[src/rtl/motion_pkg.sv]
// Shared types and constants for the motion sequencer slice.
package motion_pkg;

    localparam int unsigned CMD_W     = 4;
    localparam int unsigned DUR_W     = 8;
    localparam int unsigned ENTRY_W   = CMD_W + DUR_W;
    localparam int unsigned IDX_W     = 3;
    localparam int unsigned N_ENTRIES = 8;

    typedef enum logic [1:0] {
        ST_IDLE  = 2'b00,
        ST_LOAD  = 2'b01,
        ST_RUN   = 2'b10,
        ST_PAUSE = 2'b11
    } state_t;

    // Wheel codes, bit order {left_fwd, left_rev, right_fwd, right_rev}
    localparam logic [CMD_W-1:0] WC_STOP = 4'b0000;
    localparam logic [CMD_W-1:0] WC_FWD  = 4'b1010;
    localparam logic [CMD_W-1:0] WC_REV  = 4'b0101;
    localparam logic [CMD_W-1:0] WC_R1X  = 4'b1000;
    localparam logic [CMD_W-1:0] WC_L1X  = 4'b0010;
    localparam logic [CMD_W-1:0] WC_R2X  = 4'b1001;
    localparam logic [CMD_W-1:0] WC_L2X  = 4'b0110;

    // One program entry: wheel code held for dur ticks; dur == 0 ends the program
    typedef struct packed {
        logic [CMD_W-1:0] cmd;
        logic [DUR_W-1:0] dur;
    } prog_entry_t;

    // A wheel asked to go forward and reverse at once is stopped; the other wheel is untouched
    function automatic logic [CMD_W-1:0] sanitize(input logic [CMD_W-1:0] code);
        logic [1:0] left;
        logic [1:0] right;
        left  = code[3:2];
        right = code[1:0];
        if (left == 2'b11) begin
            left = 2'b00;
        end
        if (right == 2'b11) begin
            right = 2'b00;
        end
        return {left, right};
    endfunction

endpackage

[src/rtl/motion_sequencer_if.sv]
// Control, programming and wheel-request signals of the motion sequencer.
interface motion_sequencer_if;
    import motion_pkg::*;

    logic             manual_en;
    logic [CMD_W-1:0] manual_cmd;
    logic             prog_we;
    logic [IDX_W-1:0] prog_addr;
    logic [ENTRY_W-1:0] prog_data;
    logic             start;
    logic             abort;
    logic             loop_en;

    logic             left_fwd;
    logic             left_rev;
    logic             right_fwd;
    logic             right_rev;
    logic             busy;
    logic             done;
    logic [IDX_W-1:0] step_idx;
    logic             owner;

    modport master (
        output manual_en, manual_cmd, prog_we, prog_addr, prog_data,
               start, abort, loop_en,
        input  left_fwd, left_rev, right_fwd, right_rev,
               busy, done, step_idx, owner
    );

    modport slave (
        input  manual_en, manual_cmd, prog_we, prog_addr, prog_data,
               start, abort, loop_en,
        output left_fwd, left_rev, right_fwd, right_rev,
               busy, done, step_idx, owner
    );

endinterface

[src/rtl/tick_gen.sv]
// Free-running clock-enable generator: one-cycle tick every TICK_MAX+1 clocks.
module tick_gen #(
    parameter bit simulate = 1'b0
) (
    input  logic clk,
    input  logic reset,
    output logic tick
);

    localparam int unsigned TICK_MAX = simulate ? 5 : 19_999_999;
    localparam int unsigned CNT_W    = $clog2(TICK_MAX + 1);

    logic [CNT_W-1:0] cnt_q;

    // Counter wraps at TICK_MAX; tick is registered so it is high exactly while cnt_q == TICK_MAX
    always_ff @(posedge clk) begin
        if (reset) begin
            cnt_q <= '0;
            tick  <= 1'b0;
        end else begin
            tick <= (cnt_q == CNT_W'(TICK_MAX - 1));
            if (cnt_q == CNT_W'(TICK_MAX)) begin
                cnt_q <= '0;
            end else begin
                cnt_q <= cnt_q + CNT_W'(1);
            end
        end
    end

endmodule

[src/rtl/motion_sequencer.sv]
// Arbitrates manual switches against an 8-entry programmed wheel sequence.
module motion_sequencer
    import motion_pkg::*;
#(
    parameter bit simulate = 1'b0
) (
    input  logic              clk,
    input  logic              reset,
    motion_sequencer_if.slave bus
);

    logic             tick;
    prog_entry_t      table_q [N_ENTRIES];
    prog_entry_t      cur_entry_c;
    state_t           state_q;
    logic [IDX_W-1:0] step_idx_q;
    logic [DUR_W-1:0] remain_q;
    logic [CMD_W-1:0] cmd_q;
    logic [CMD_W-1:0] wheel_q;
    logic             busy_q;
    logic             done_q;
    logic             owner_q;

    tick_gen #(
        .simulate (simulate)
    ) u_tick_gen (
        .clk   (clk),
        .reset (reset),
        .tick  (tick)
    );

    // Program table: writable at any time and deliberately not reset so a program survives reset
    always_ff @(posedge clk) begin
        if (bus.prog_we) begin
            table_q[bus.prog_addr] <= prog_entry_t'(bus.prog_data);
        end
    end

    assign cur_entry_c = table_q[step_idx_q];

    // Sequencer FSM and registered output mux; outputs reflect the state one cycle earlier
    always_ff @(posedge clk) begin
        if (reset) begin
            state_q    <= ST_IDLE;
            step_idx_q <= '0;
            remain_q   <= '0;
            cmd_q      <= WC_STOP;
            wheel_q    <= WC_STOP;
            busy_q     <= 1'b0;
            done_q     <= 1'b0;
            owner_q    <= 1'b0;
        end else begin
            done_q <= 1'b0;

            if (bus.manual_en) begin
                wheel_q <= sanitize(bus.manual_cmd);
                owner_q <= 1'b0;
            end else if (state_q == ST_RUN) begin
                wheel_q <= cmd_q;
                owner_q <= 1'b1;
            end else begin
                wheel_q <= WC_STOP;
                owner_q <= 1'b0;
            end

            if (bus.abort) begin
                state_q    <= ST_IDLE;
                busy_q     <= 1'b0;
                step_idx_q <= '0;
                remain_q   <= '0;
            end else begin
                case (state_q)
                    ST_IDLE: begin
                        if (bus.start) begin
                            state_q    <= ST_LOAD;
                            busy_q     <= 1'b1;
                            step_idx_q <= '0;
                        end
                    end
                    ST_LOAD: begin
                        if (cur_entry_c.dur != '0) begin
                            cmd_q    <= cur_entry_c.cmd;
                            remain_q <= cur_entry_c.dur;
                            state_q  <= ST_RUN;
                        end else if ((step_idx_q != '0) && bus.loop_en) begin
                            step_idx_q <= '0;
                        end else begin
                            state_q <= ST_IDLE;
                            busy_q  <= 1'b0;
                            done_q  <= 1'b1;
                        end
                    end
                    ST_RUN: begin
                        // Manual takeover wins over a coincident tick; that tick is not counted
                        if (bus.manual_en) begin
                            state_q <= ST_PAUSE;
                        end else if (tick) begin
                            remain_q <= remain_q - DUR_W'(1);
                            if (remain_q == DUR_W'(1)) begin
                                if (step_idx_q != IDX_W'(N_ENTRIES - 1)) begin
                                    step_idx_q <= step_idx_q + IDX_W'(1);
                                    state_q    <= ST_LOAD;
                                end else if (bus.loop_en) begin
                                    step_idx_q <= '0;
                                    state_q    <= ST_LOAD;
                                end else begin
                                    state_q <= ST_IDLE;
                                    busy_q  <= 1'b0;
                                    done_q  <= 1'b1;
                                end
                            end
                        end
                    end
                    ST_PAUSE: begin
                        if (!bus.manual_en) begin
                            state_q <= ST_RUN;
                        end
                    end
                    default: begin
                        state_q <= ST_IDLE;
                        busy_q  <= 1'b0;
                    end
                endcase
            end
        end
    end

    assign {bus.left_fwd, bus.left_rev, bus.right_fwd, bus.right_rev} = wheel_q;
    assign bus.busy     = busy_q;
    assign bus.done     = done_q;
    assign bus.step_idx = step_idx_q;
    assign bus.owner    = owner_q;

endmodule
[src/flat_wrapper.sv]
// flat-port wrapper written by rule: the top's interface ports become plain ports
module motion_sequencer_flat import motion_pkg::*;
#(
    parameter bit simulate = 1'b0
)
  (clk, reset, bus_manual_en, bus_manual_cmd, bus_prog_we, bus_prog_addr, bus_prog_data, bus_start, bus_abort, bus_loop_en, bus_left_fwd, bus_left_rev, bus_right_fwd, bus_right_rev, bus_busy, bus_done, bus_step_idx, bus_owner);
  motion_sequencer_if bus_i ();
  input  logic clk;
  input  logic reset;
  input wire logic [$bits(bus_i.manual_en)-1:0] bus_manual_en;
  input wire logic [$bits(bus_i.manual_cmd)-1:0] bus_manual_cmd;
  input wire logic [$bits(bus_i.prog_we)-1:0] bus_prog_we;
  input wire logic [$bits(bus_i.prog_addr)-1:0] bus_prog_addr;
  input wire logic [$bits(bus_i.prog_data)-1:0] bus_prog_data;
  input wire logic [$bits(bus_i.start)-1:0] bus_start;
  input wire logic [$bits(bus_i.abort)-1:0] bus_abort;
  input wire logic [$bits(bus_i.loop_en)-1:0] bus_loop_en;
  output wire logic [$bits(bus_i.left_fwd)-1:0] bus_left_fwd;
  output wire logic [$bits(bus_i.left_rev)-1:0] bus_left_rev;
  output wire logic [$bits(bus_i.right_fwd)-1:0] bus_right_fwd;
  output wire logic [$bits(bus_i.right_rev)-1:0] bus_right_rev;
  output wire logic [$bits(bus_i.busy)-1:0] bus_busy;
  output wire logic [$bits(bus_i.done)-1:0] bus_done;
  output wire logic [$bits(bus_i.step_idx)-1:0] bus_step_idx;
  output wire logic [$bits(bus_i.owner)-1:0] bus_owner;
  assign bus_i.manual_en = bus_manual_en;
  assign bus_i.manual_cmd = bus_manual_cmd;
  assign bus_i.prog_we = bus_prog_we;
  assign bus_i.prog_addr = bus_prog_addr;
  assign bus_i.prog_data = bus_prog_data;
  assign bus_i.start = bus_start;
  assign bus_i.abort = bus_abort;
  assign bus_i.loop_en = bus_loop_en;
  assign bus_left_fwd = bus_i.left_fwd;
  assign bus_left_rev = bus_i.left_rev;
  assign bus_right_fwd = bus_i.right_fwd;
  assign bus_right_rev = bus_i.right_rev;
  assign bus_busy = bus_i.busy;
  assign bus_done = bus_i.done;
  assign bus_step_idx = bus_i.step_idx;
  assign bus_owner = bus_i.owner;
  motion_sequencer #(.simulate(simulate)) u_core (.clk(clk), .reset(reset), .bus(bus_i));
endmodule
[config.mk]
export PLATFORM = sky130hd
export DESIGN_NAME = motion_sequencer_flat
export DESIGN_NICKNAME = d
export VERILOG_FILES = /design/src/rtl/motion_pkg.sv /design/src/rtl/motion_sequencer_if.sv /design/src/rtl/tick_gen.sv /design/src/rtl/motion_sequencer.sv /design/src/flat_wrapper.sv
export SDC_FILE = /design/constraint.sdc
export NUM_CORES = 1
export LEC_CHECK = 0
export ABC_AREA = 1
export CORE_MARGIN = 4
export CORE_UTILIZATION = 47
export DETAILED_ROUTE_END_ITERATION = 8
export DONT_BUFFER_PORTS = 1
export HOLD_SLACK_MARGIN = 0.06
export PLACE_DENSITY = 0.65
export REMOVE_ABC_BUFFERS = 1
export SKIP_LAST_GASP = 1
export SYNTH_ARGS = -nofsm -noshare
export SYNTH_HDL_FRONTEND = slang
export SYNTH_SLANG_ARGS = --single-unit
[constraint.sdc]
create_clock -name clk -period 2.1 [get_ports clk]
set_input_delay 0.21 -clock clk [delete_from_list [all_inputs] [get_ports clk]]
set_output_delay 0.21 -clock clk [all_outputs]
set_load 0.05 [all_outputs]
# Yosys cells after proc, flatten, opt, wreduce, memory -nomap -nowiden
# Memory sizes are Yosys's and may differ from the RTL's. A register that Yosys moved wholly into a read port is not among the register bits.
# Index checks and enable logic that the tools add are counted.
# W data, S select, Z words.
# op_classes
eq_ne,24
reduce_logical,14
shift,0
n_mul,0
addsub,3
div,0
order_cmp,0
n_mux,49
n_bitwise,1
# ops
cell,count
$eq A25 B25 Y1 const B,2
$mux W3,10
$add A25 B1 Y25 const B,1
$mux W8,3
$mux W2,10
$mux W1,19
$ne A2 B2 Y1 const B,9
$pmux W8 S2,1
$ne A3 B3 Y1 const B,4
$pmux W3 S3,1
$reduce_and A9 Y1,1
$eq A2 B2 Y1 const B,4
$eq A8 B1 Y1 const B,1
$mux W4,2
$pmux W2 S4,1
$reduce_and A8 Y1,1
$reduce_bool A8 Y1,1
$sub A8 B1 Y8 const B,1
$reduce_bool A3 Y1,2
$reduce_or A2 Y1,3
$reduce_and A5 Y1,1
$ne A2 B1 Y1 const B,2
$reduce_and A4 Y1,1
$add A3 B1 Y3 const B,1
other kinds (9),9
# word_totals
output_inout_bits,10
mem_bits_ro,0
reg_bits,50
ram_bits,96
memories,1
elab_cells,102
latch_bits,0
inputBits,26
# memory_table
memory,depth,word_bits,rd,rd_clocked_by_memory_dff,write_ports,line,text
u_core.table_q,8,12,1,1,1,motion_sequencer.sv:13,prog_entry_t table_q [N_ENTRIES];

# Depth between registers and ports, before layout
# logic_depth
ltp_word,8
ltp_mapped,16
ltp_nobuf,14

# By module
# Synthesis repeated with hierarchy kept, for this count alone.
# unflattened
cells_unflattened,797
area_unflattened_um2,6884.1
# modules_own_cells
mod,cells_each,area_per_inst_um2,seq_area_each_um2,n_inst
motion_sequencer,596,5524.0,3423.3,1
tick_gen,201,1360.1,520.5,1

# Worst setup path before layout
# No wires, ideal clock.
# synth_timing
kind,reg-to-reg
start,reg u_core.step_idx_q[0] (netlist: u_core.bus.step_idx[0])
end,reg (tool-made name)
path_buffers,0
period_less_slack_ns,1.833
setup_ns,0.117
path_stages_with_launch,11
t_arrival_ns,1.716
path_slack_ns,0.267
required_time_ns,1.983
path_cell_list,dfxtp_1 -> inv_1 -> ha_1 -> a21oi_1 -> inv_1 -> nand2_1 -> o21ai_0 -> nor2_1 -> nand3_2 -> a21oi_1 -> nor2_1
# synth_rtl
item,line,text
start: declaration,motion_sequencer.sv:16,logic [IDX_W-1:0] step_idx_q;
start signal: assignment,motion_sequencer.sv:101,step_idx_q <= step_idx_q + IDX_W'(1);

# Final worst setup path
# layout_timing
start,reg u_core.state_q[0]
end,reg u_core.owner_q (netlist: u_core.bus.owner)
# layout_via
elab_chain_cells,2
# layout_lines
item,line,text
start: declaration,motion_sequencer.sv:15,state_t state_q;
start signal: assignment,motion_sequencer.sv:44,state_q <= ST_IDLE;
start signal: assignment,motion_sequencer.sv:67,state_q <= ST_IDLE;
start signal: assignment,motion_sequencer.sv:75,state_q <= ST_LOAD;
$eq A2 B2 Y1,motion_sequencer.sv:58,end else if (state_q == ST_RUN) begin
$mux W1,motion_sequencer.sv:58,
end signal: assignment,motion_sequencer.sv:57,owner_q <= 1'b0;
end signal: assignment,motion_sequencer.sv:60,owner_q <= 1'b1;
end signal: assignment,motion_sequencer.sv:63,owner_q <= 1'b0;
end: declaration,motion_sequencer.sv:22,logic owner_q;
# No other way between the ends.
# A chain may end at the register's enable or synchronous reset.

==> flow_results.xml <==
<?xml version="1.0" encoding="UTF-8"?>
<metrics>
  <group name="sta">
    <metric name="max_slew_margin" unit="">0.625</metric>
    <metric name="skew" unit="ps">10.7</metric>
    <metric name="timing.final.hold_violations" unit="">0</metric>
    <metric name="final-max-slew-violation-count" unit="">0</metric>
    <metric name="rsz0062_at_grt" unit="">true</metric>
    <metric name="timing_worst_slew_pin_value" unit="ps">560</metric>
    <metric name="setup-tns-final" unit="ps">0</metric>
    <metric name="setup-violations-final" unit="">0</metric>
    <metric name="clock.fmax" unit="GHz">0.501</metric>
    <metric name="finalHoldWorstSlack" unit="ps">93.8</metric>
    <metric name="period_needed" unit="ps">1990</metric>
    <metric name="layout_worst_path_cycle_share" unit="">0.950</metric>
  </group>
  <group name="logic_synthesis">
    <metric name="netlist_area" unit="µm²">6710</metric>
    <metric name="synth-warning-count" unit="">0</metric>
    <metric name="synth-seq-area-share" unit="">0.588</metric>
    <metric name="post_synth_inst_count" unit="">748</metric>
    <metric name="ys_ff_latch" unit="">149</metric>
    <metric name="netlist-cell-type-count" unit="">34</metric>
    <metric name="synth_area_per_cell" unit="µm²">8.97</metric>
  </group>
  <group name="drt">
    <metric name="route.vias.total" unit="">5200</metric>
    <metric name="postRouteWirelength" unit="µm">15400</metric>
    <metric name="final_antenna_net_count" unit="">0</metric>
    <metric name="drt_drc_violations_left" unit="">0</metric>
    <metric name="avgViaCountPerCell" unit="">5.27</metric>
    <metric name="wl_per_cell" unit="µm">15.6</metric>
    <metric name="drt_first_iter_violations" unit="">458</metric>
    <metric name="drt-pass1-iter-count" unit="">5</metric>
  </group>
  <group name="cts">
    <metric name="clock-root-buffer" unit="">clkbuf_16</metric>
    <metric name="clockBufferDepth" unit="">2</metric>
    <metric name="cts.sinks" unit="">149</metric>
    <metric name="cts_tree" unit="">yes</metric>
    <metric name="tritoncts.num_buffers" unit="">17</metric>
    <metric name="worstSkewPairLatency" unit="ps">430</metric>
    <metric name="htreeDepth" unit="">4</metric>
    <metric name="clock_input_transition_at_the_sequential_cells_of_the_worst_setup_and_hold_paths" unit="ps">70</metric>
  </group>
  <group name="worst_hold_path">
    <metric name="holdCritPathClass" unit="">in2reg</metric>
    <metric name="worst_hold_startpoint" unit="">bus_manual_en</metric>
    <metric name="min_to" unit="">u_core.wheel_q[3]</metric>
    <metric name="holdPathStages" unit="">2</metric>
  </group>
  <group name="grt">
    <metric name="grt.total_usage" unit="">0.192</metric>
    <metric name="global_route_wire_length_before_repair" unit="µm">24400</metric>
    <metric name="first_global_vias" unit="">4888</metric>
    <metric name="grt_antenna_before_repair" unit="">0</metric>
    <metric name="met1_usage" unit="">0.251</metric>
    <metric name="grt_max_degree" unit="">49</metric>
    <metric name="met2_usage" unit="">0.309</metric>
    <metric name="grt_use_met3" unit="">0.0443</metric>
    <metric name="grt.busiest_layer" unit="">met2</metric>
    <metric name="grt_overflow_total" unit="">0</metric>
  </group>
  <group name="power_and_ir_drop">
    <metric name="ir_drop" unit="mV">0.665</metric>
    <metric name="static-leakage-power" unit="nW">3.22</metric>
    <metric name="power_density" unit="nW/µm²">852</metric>
    <metric name="power" unit="mW">6.77</metric>
  </group>
  <group name="cells_and_area">
    <metric name="area.sequential" unit="µm²">3950</metric>
    <metric name="mostFrequentLayoutCells" unit="">203 x nand2_1, 103 x inv_1, 96 x edfxtp_1, 86 x nand3_1, 52 x dfxtp_1</metric>
    <metric name="drive_gt1_frac" unit="">0.0967</metric>
    <metric name="antenna-diode-count" unit="">0</metric>
    <metric name="final_cells" unit="">987</metric>
    <metric name="area_growth" unit="%">18.4</metric>
    <metric name="multi_input_comb_area" unit="µm²">2260</metric>
    <metric name="nets" unit="">833</metric>
    <metric name="layout_commonest_cell" unit="">nand2_1</metric>
    <metric name="fillers" unit="">1171</metric>
  </group>
  <group name="floorplanning">
    <metric name="floorplan.die.width" unit="µm">127</metric>
    <metric name="floorplan.die.height" unit="µm">127</metric>
    <metric name="core_area" unit="µm²">13900</metric>
    <metric name="floorplan.io_pins" unit="">36</metric>
    <metric name="fp-row-count" unit="">43</metric>
    <metric name="total_die_area" unit="µm²">16300</metric>
    <metric name="floorplan.initialDensity" unit="">0.482</metric>
  </group>
  <group name="setup_path">
    <metric name="worst-endpoint-required" unit="ps">2480</metric>
    <metric name="r2r_start" unit="">u_core.state_q[0]</metric>
    <metric name="critical_path.slowest_cell" unit="">dlygate4sd3_1</metric>
    <metric name="timing.critical_path.buf_inv" unit="">4</metric>
    <metric name="crit-reg2reg-capture" unit="">u_core.bus.owner</metric>
    <metric name="cell_breakdown_of_the_critical_path" unit="">inv_1 &gt; ha_1 &gt; inv_1 &gt; buf_4 &gt; nor3_1 &gt; dlygate4sd3_1</metric>
    <metric name="critPathCaptureType" unit="">flop</metric>
    <metric name="critical_path.top_delay_family" unit="">buffers and inverters</metric>
    <metric name="critPathKind" unit="">reg2reg</metric>
    <metric name="critical_path_arrival" unit="ps">2370</metric>
    <metric name="worst_r2r_path_depth" unit="">6</metric>
    <metric name="cpPeakStageDelay" unit="ps">610</metric>
    <metric name="crit_fanout" unit="">10</metric>
    <metric name="setup.worst_path.start_class" unit="">flop</metric>
    <metric name="path_common_cell" unit="">inv_1</metric>
    <metric name="ff2ff_setup_slack" unit="ps">110</metric>
  </group>
  <group name="place">
    <metric name="place_inst" unit="">931</metric>
    <metric name="gp_congestion" unit="">0.857</metric>
    <metric name="place_hpwl" unit="µm">9760</metric>
    <metric name="count_of_port_buffers_added_during_placement" unit="">0</metric>
  </group>
  <group name="status">
    <metric name="run_status" unit="">complete, no violations</metric>
  </group>
  <group name="job">
    <metric name="cap_viol_max_count" unit="">0</metric>
  </group>
</metrics>
worst reg2reg max path: stages (launching register included):
cell	delay [ps]
dfxtp_1	340
inv_1	150
ha_1	290
inv_1	100
buf_4	190
nor3_1	270
dlygate4sd3_1	610
where the power goes:
part           switching [mW]  leakage [nW]  internal, mW  total, mW
clock network            1.17         0.272          1.86       3.03
logic                   0.315          1.64         0.181      0.496
registers              0.0438          1.30          3.20       3.25
layer usage:
layer / share of wire / vias to the layer above / wire length [µm]
li1: - / 2556 / -
met3: 0.056 / 31 / 860
met4: 0.021 / 0 / 328
met5: 0 / - / 0
met1: 0.44 / 2440 / 6790
met2: 0.48 / 173 / 7410
cell usage after synthesis, drive strengths merged:
cell type	number	share of area
nand4	10	0.0093
dfxtp	53	0.16
or2	3	0.0028
nand2	207	0.12
buf	13	0.015
o31ai	1	0.0011
nor3	12	0.0090
nor3b	5	0.0056
xor2	2	0.0026
a31oi	1	0.00093
a211oi	3	0.0034
o21ai	22	0.016
clkbuf	11	0.0062
o21bai	3	0.0034
nand3	88	0.066
nand3b	1	0.0011
edfxtp	96	0.43
o22ai	1	0.00093
xnor2	2	0.0026
nor4	3	0.0028
o21a	2	0.0022
nor2	56	0.032
a21oi	31	0.023
ha	13	0.024
o32ai	4	0.0052
inv	104	0.058
o211a	1	0.0015
cell families (layout without fill, tap and decap cells):
family / count (synthesis) / count (layout) / share of synthesized area
buffers and inverters: 128 / 187 / 0.0791
XOR/XNOR: 4 / 4 / 0.00522
AO/OA/AOI/OAI: 69 / 69 / 0.0582
adder cells (fa/ha/maj): 13 / 13 / 0.0242
flip-flops: 149 / 149 / 0.588
AND/OR/NAND/NOR: 385 / 385 / 0.246
repair_timing:
item | CTS | global route
gates cloned | 0 | 3
hold buffers | 20 | 0
pin swaps | 0 | 5
endpoints found under the setup margin | 2 | 18
setup buffers | 0 | 1
endpoints found under the hold margin | 110 | 0
gates resized for setup | 1 | 11
worst max-delay path by stage:
stage,to,slack [ps],start,cells past startpoint
floorplan,u_core.remain_q[1],-790,flop,14
global placement,u_core.remain_q[6],140,flop,13
detailed placement,u_core.remain_q[7],40,flop,13
CTS,u_core.remain_q[4],20,flop,15
global route,u_core.remain_q[2],-20,flop,15
finish,u_core.bus.owner,110,u_core.state_q[0],6
state kept, by name, summed over array words and instances (netlist names), named ones only:
| name | count |
|---|---|
| u_core.bus.done | 1 |
| u_core.u_tick_gen.tick | 1 |
| u_core.state_q | 2 |
| u_core.bus.busy | 1 |
| u_core.remain_q | 8 |
| u_core.u_tick_gen.cnt_q | 25 |
| u_core.bus.owner | 1 |
| u_core.wheel_q | 4 |
| u_core.bus.step_idx | 3 |
| u_core.cmd_q | 4 |
| u_core.table_q | 96 |
per-stage QoR:
stage                     utilization  instance area, µm²  setup WS [ps]
after floorplan                     -                6570           -786
after global placement          0.505                7040            136
after detailed placement        0.505                7040           41.5
after CTS                       0.562                7830           17.8
after global routing            0.570                7950          -22.5
final                           0.570                7950            106
cell type report:
type                       count  share of cell area
multi-input combinational    471               0.285
clock buffer                  20              0.0550
timing repair buffer          51              0.0658
clock inverter                12              0.0197
inverter                     104              0.0494
sequential                   149               0.497
tap                          180              0.0283
No activity file was read; power rests on OpenSTA's default activity.
